File: src/rtl/ram_pkg.sv
// ram_pkg: definitions shared by the RAM initiator and the blocks that reuse its counter.
//   RAM_ADDR_SIZE / RAM_DATA_SIZE / RAM_LEN_SIZE : default address, word and burst-length widths
//   state_t                                      : encodings for the ram_master sequencer
package ram_pkg;
  localparam int RAM_ADDR_SIZE = 8;
  localparam int RAM_DATA_SIZE = 8;
  localparam int RAM_LEN_SIZE  = 4;

  typedef enum logic [2:0] {
    ST_IDLE     = 3'd0,
    ST_WR       = 3'd1,
    ST_RD_ISSUE = 3'd2,
    ST_RD_WAIT  = 3'd3,
    ST_RD_OUT   = 3'd4
  } state_t;
endpackage

File: src/rtl/ram_burst_counter.sv
// ram_burst_counter: burst address register plus remaining-beat down-counter.
//   clk, rst        : clock, asynchronous active-high reset
//   load            : take load_addr / load_len (len = beats-1)
//   step            : advance to the next beat (addr+1 with wrap, remaining-1)
//   addr            : current beat address
//   next_addr       : addr+1, wrapping modulo 2**addr_w
//   last            : current beat is the final one (remaining == 0)
module ram_burst_counter
  import ram_pkg::*;
#(
  parameter int addr_w = RAM_ADDR_SIZE,
  parameter int len_w  = RAM_LEN_SIZE
) (
  input  logic              clk,
  input  logic              rst,
  input  logic              load,
  input  logic [addr_w-1:0] load_addr,
  input  logic [len_w-1:0]  load_len,
  input  logic              step,
  output logic [addr_w-1:0] addr,
  output logic [addr_w-1:0] next_addr,
  output logic              last
);
  logic [len_w-1:0] remaining;

  always_ff @(posedge clk or posedge rst) begin
    if (rst) begin
      addr      <= '0;
      remaining <= '0;
    end else if (load) begin
      addr      <= load_addr;
      remaining <= load_len;
    end else if (step) begin
      addr      <= next_addr;
      remaining <= remaining - 1'b1;
    end
  end

  assign next_addr = addr + 1'b1;
  assign last      = (remaining == '0);
endmodule

File: src/rtl/ram_master.sv
// ram_master: burst initiator for a RAM with synchronous write and 1-cycle registered read.
//   req_*        : burst request (valid/ready), req_len = beats-1
//   wdata*       : write beat stream, accepted while in WR
//   rdata*       : registered read beat stream with backpressure, rdata_last on final beat
//   busy         : sequencer not idle
//   err          : sticky write-protect violation
//   ram_*        : strobes/addresses/data to the RAM; strobe outputs are combinational
// Optional feature macro: RAM_MASTER_PROT_EN -- writes below prot_limit are consumed
// but suppressed and set err. Without it every write is performed and err is 0.
module ram_master
  import ram_pkg::*;
#(
  parameter int addr_size  = RAM_ADDR_SIZE,
  parameter int data_size  = RAM_DATA_SIZE,
  parameter int len_size   = RAM_LEN_SIZE,
  parameter int prot_limit = 16
) (
  input  logic                 clk,
  input  logic                 rst,
  input  logic                 req_valid,
  output logic                 req_ready,
  input  logic                 req_write,
  input  logic [addr_size-1:0] req_addr,
  input  logic [len_size-1:0]  req_len,
  input  logic [data_size-1:0] wdata,
  input  logic                 wdata_valid,
  output logic                 wdata_ready,
  output logic [data_size-1:0] rdata,
  output logic                 rdata_valid,
  input  logic                 rdata_ready,
  output logic                 rdata_last,
  output logic                 busy,
  output logic                 err,
  output logic                 ram_write_en,
  output logic [addr_size-1:0] ram_write_adress,
  output logic [data_size-1:0] ram_data_in,
  output logic                 ram_rd_en,
  output logic [addr_size-1:0] ram_rd_adress,
  input  logic [data_size-1:0] ram_data_out
);
  state_t               state, state_nxt;
  logic                 ld, stp, last, prot_hit;
  logic [addr_size-1:0] addr, next_addr;

  ram_burst_counter #(.addr_w(addr_size), .len_w(len_size)) u_cnt (
    .clk(clk), .rst(rst), .load(ld), .load_addr(req_addr), .load_len(req_len),
    .step(stp), .addr(addr), .next_addr(next_addr), .last(last)
  );

`ifdef RAM_MASTER_PROT_EN
  assign prot_hit = int'(addr) < prot_limit;

  always_ff @(posedge clk or posedge rst) begin
    if (rst)                                         err <= 1'b0;
    else if (state == ST_WR && wdata_valid && prot_hit) err <= 1'b1;
  end
`else
  assign prot_hit = 1'b0;
  assign err      = 1'b0;
`endif

  always_ff @(posedge clk or posedge rst) begin
    if (rst) state <= ST_IDLE;
    else     state <= state_nxt;
  end

  always_comb begin
    state_nxt        = state;
    req_ready        = 1'b0;
    wdata_ready      = 1'b0;
    ld               = 1'b0;
    stp              = 1'b0;
    ram_write_en     = 1'b0;
    ram_write_adress = '0;
    ram_data_in      = '0;
    ram_rd_en        = 1'b0;
    ram_rd_adress    = '0;
    case (state)
      ST_IDLE: begin
        req_ready = 1'b1;
        if (req_valid) begin
          ld        = 1'b1;
          state_nxt = req_write ? ST_WR : ST_RD_ISSUE;
        end
      end
      ST_WR: begin
        wdata_ready = 1'b1;
        if (wdata_valid) begin
          // protected beats are still consumed so the source never stalls
          ram_write_en     = !prot_hit;
          ram_write_adress = addr;
          ram_data_in      = wdata;
          if (last) state_nxt = ST_IDLE;
          else      stp       = 1'b1;
        end
      end
      ST_RD_ISSUE: begin
        ram_rd_en     = 1'b1;
        ram_rd_adress = addr;
        state_nxt     = ST_RD_WAIT;
      end
      ST_RD_WAIT: state_nxt = ST_RD_OUT;
      ST_RD_OUT: begin
        if (rdata_ready) begin
          if (rdata_last) state_nxt = ST_IDLE;
          else begin
            // issue the next read in the handshake cycle: 2 cycles per beat
            stp           = 1'b1;
            ram_rd_en     = 1'b1;
            ram_rd_adress = next_addr;
            state_nxt     = ST_RD_WAIT;
          end
        end
      end
      default: state_nxt = ST_IDLE;
    endcase
  end

  always_ff @(posedge clk or posedge rst) begin
    if (rst) begin
      rdata       <= '0;
      rdata_valid <= 1'b0;
      rdata_last  <= 1'b0;
    end else if (state == ST_RD_WAIT) begin
      rdata       <= ram_data_out;
      rdata_valid <= 1'b1;
      rdata_last  <= last;
    end else if (state == ST_RD_OUT && rdata_ready) begin
      // drop valid on every handshake so a beat is never seen twice
      rdata_valid <= 1'b0;
      rdata_last  <= 1'b0;
    end
  end

  assign busy = (state != ST_IDLE);
endmodule

File: config.mk
export PLATFORM = sky130hd
export DESIGN_NAME = ram_master
export DESIGN_NICKNAME = d
export VERILOG_FILES = /design/src/rtl/ram_pkg.sv /design/src/rtl/ram_burst_counter.sv /design/src/rtl/ram_master.sv
export SDC_FILE = /design/constraint.sdc
export NUM_CORES = 1
export LEC_CHECK = 0
export ABC_CLOCK_PERIOD_IN_PS = 2800
export BUFFER_PORTS_ARGS = -buffer_cell sky130_fd_sc_hd__clkbuf_2
export CAP_MARGIN = 5
export CORE_AREA = 2 2 62 64
export CTS_CLUSTER_DIAMETER = 200
export DETAILED_ROUTE_END_ITERATION = 10
export DIE_AREA = 0 0 64 66
export PLACE_DENSITY = 0.78
export SETUP_SLACK_MARGIN = 0.4
export SLEW_MARGIN = 20
export SYNTH_ARGS = -nofsm -noshare
export SYNTH_HDL_FRONTEND = slang
export SYNTH_HIERARCHICAL = 1
export SYNTH_SLANG_ARGS = --single-unit
File: constraint.sdc
create_clock -name clk -period 2.8 [get_ports clk]
set_clock_uncertainty 0.15 [all_clocks]
set_input_delay 0.42 -clock clk [delete_from_list [all_inputs] [get_ports clk]]
set_output_delay 0.42 -clock clk [all_outputs]
set_load 0.05 [all_outputs]
==> results.json <==
{
  "outcome": "completed",
  "synth-edff-count": 0,
  "die_h_um": 66,
  "cp_max_fo": 4,
  "clk_latency_ps": 330,
  "min_period_ps": 2280,
  "hold_path_end": "state[1]",
  "r2r-end": "u_cnt/remaining[3]",
  "yosys.area.top_type": "dfrtp_1",
  "r2r_start": "u_cnt/remaining[0]",
  "syn_nets": 204,
  "yosysMostFrequentCell": "dfrtp_1",
  "path_cells": "ha_2 > nand3_1 > nor2_1 > xor2_1 > a22o_1 > buf_4",
  "cp.buffers_inverters": 1,
  "async_flop_share_pct": 100,
  "hold_depth": 2,
  "gp_congestion": 0.869,
  "area_growth_pct": 35.4,
  "avgSynthCellArea_um2": 9.62,
  "cp.required_ps": 2230,
  "rsz0062_at_grt": "true",
  "cts_made_buffers": 3,
  "clock_sinks": 25,
  "wl_per_cell_um": 12.2,
  "synth_top_area_share_pct": 38.7,
  "path_clk_slew_ps": 140,
  "coreArea_um2": 3550,
  "placed_area_um2": 1980,
  "start_kind": "register",
  "yosys_most_used_dff": "dfrtp_1",
  "max-cap-violations": 0,
  "max_freq_mhz": 439,
  "rrSetupSlack_ps": 680,
  "cpMaxStageDelayCell": "dfrtp_2",
  "antenna_found_initial": 0,
  "drt_iter0_drc": 41,
  "start_util_pct": 45.5,
  "total_power_mw": 2.94,
  "yosys-top-cells-count": "25 x dfrtp_1, 18 x and2_1, 17 x nand2_1",
  "drive_gt1_share_pct": 46.6,
  "yosysSeqAreaShare_pct": 38.7,
  "power_leakage_nw": 1.11,
  "setup_viol": 0,
  "grt_usage_pct": 16.9,
  "synthTopCellsByArea": "dfrtp_1 39%, mux2_4 7.4%, and2_1 7.0%",
  "max_stage_delay_ps": 410,
  "ys_warn_count": 6,
  "grt_max_degree": 18,
  "reg2reg_depth": 8,
  "syn_inst": 168,
  "multi_input_area_um2": 890,
  "grt_pass1_wl_um": 5620,
  "syn_area_um2": 1620,
  "wl_um": 3640,
  "place.detailed.hpwl_um": 2640,
  "die_x_um": 64,
  "yosys.cell_types.count": 38,
  "drt_drc_violations_left": 0,
  "first_pass_iters": 4,
  "vdd_drop_max_v": 0.000798,
  "port_buffers": 72,
  "min_from": "req_write",
  "fillers": 299,
  "design_area_um2": 2190,
  "vias": 1449,
  "fin_tns_setup_ps": 0,
  "hold_viol_final": 0,
  "ioPinCount": 74,
  "fin_nets": 288,
  "crit_type": "reg2out",
  "power_density_nw_per_um2": 1340,
  "first_global_vias": 1273,
  "synth_seq_cells": 25,
  "endpoint_kind": "output pin",
  "cts_tree": "done",
  "root_buffer": "clkbuf_4",
  "cts-htree-levels": 1,
  "slew_viol_final": 0,
  "arrival_ps": 1710,
  "hold_class": "in2reg",
  "via_per_inst": 4.85,
  "critPathTopFamily": "flip-flops",
  "clockBufferDepth": 2,
  "overflow": 0,
  "ant_nets": 0,
  "regArea_um2": 634,
  "num_rows": 22,
  "antenna_cells": 0,
  "finalCritPeriodShare_pct": 81.4,
  "die-area_um2": 4220
}
==> metal layers <==
layer	global-route usage, %	vias to the layer above	wire length [µm]
li1	-	736	-
met1	21.6	656	1630
met2	27.9	52	1740
met3	2.56	5	212
met4	8.42	0	65
met5	0	-	0
==> kinds of logic after synthesis <==
group / count (synthesis) / synth area share, %
muxes: 10 / 8.75
adders and majority gates: 2 / 1.55
buffers and inverters: 19 / 7.12
DFF: 25 / 38.7
and+or+nand+nor: 66 / 23.8
other: 1 / 0.232
AOI/OAI and AO/OA: 32 / 12.8
xor gates and xnor gates: 13 / 7.04
==> cell type report <==
class / count / area share (%)
multi-input combinational: 124 / 40.6
sequential: 25 / 29.0
timing repair buffer: 90 / 25.0
tap: 48 / 2.74
inverter: 8 / 1.37
clock buffer: 3 / 1.03
clock inverter: 1 / 0.229
==> report_power, final <==
part	leakage [nW]	total [mW]	internal [mW]	switching [mW]
clock	0.0177	0.166	0.0537	0.113
combinational	0.802	2.00	0.734	1.27
sequential	0.289	0.765	0.555	0.210
==> worst max-delay path by stage <==
stage / slack [ps] / from / endpoint / cells past startpoint
floorplan: 530 / state[2] / busy / 3
global placement: 550 / u_cnt/remaining[0] / u_cnt/remaining[3] / 8
detailed placement: 520 / u_cnt/remaining[0] / u_cnt/remaining[3] / 8
CTS: 400 / u_cnt/addr[0] / ram_rd_adress[6] / 6
global route: 380 / u_cnt/addr[1] / ram_rd_adress[6] / 6
finish: 520 / u_cnt/addr[1] / ram_rd_adress[6] / 6
==> sequential cells by signal (all words and copies together), names as in the netlist <==
register,cells
rdata,8
rdata_last,1
rdata_valid,1
state,3
u_cnt/addr,8
u_cnt/remaining,4
==> timing repair <==
item	in CTS	in global routing
setup endpoints to repair	25	26
buffers inserted	1	13
endpoints found under the hold margin	25	0
gates resized for setup	7	43
hold buffers	1	0
pin swaps	0	0
==> per-stage QoR <==
step / instances / utilization, % / hold slack, ps / setup slack [ps]
6_report: 299 / 61.7 / 127 / 521
5_1_grt: 299 / 61.7 / 99.6 / 377
4_1_cts: 286 / 57.6 / 120 / 402
3_5_place_dp: 280 / 55.7 / 305 / 517
3_3_place_gp: 280 / 55.7 / 303 / 553
2_1_floorplan: 168 / - / 135 / 530
==> cells in the final DEF (no fill, tap or decap), types with 4 or more instances in the layout <==
cell	netlist	layout
mux2_4	8	8
xnor2_1	4	4
clkbuf_4	0	17
buf_2	2	10
nor2_1	10	10
a22o_1	8	8
dfrtp_2	0	7
buf_4	5	17
nand2_1	17	17
o21ai_0	13	13
dfrtp_1	25	18
clkbuf_2	0	47
inv_1	8	8
and2_1	18	18
xor2_1	9	9
No activity file was read; power rests on OpenSTA's default activity.
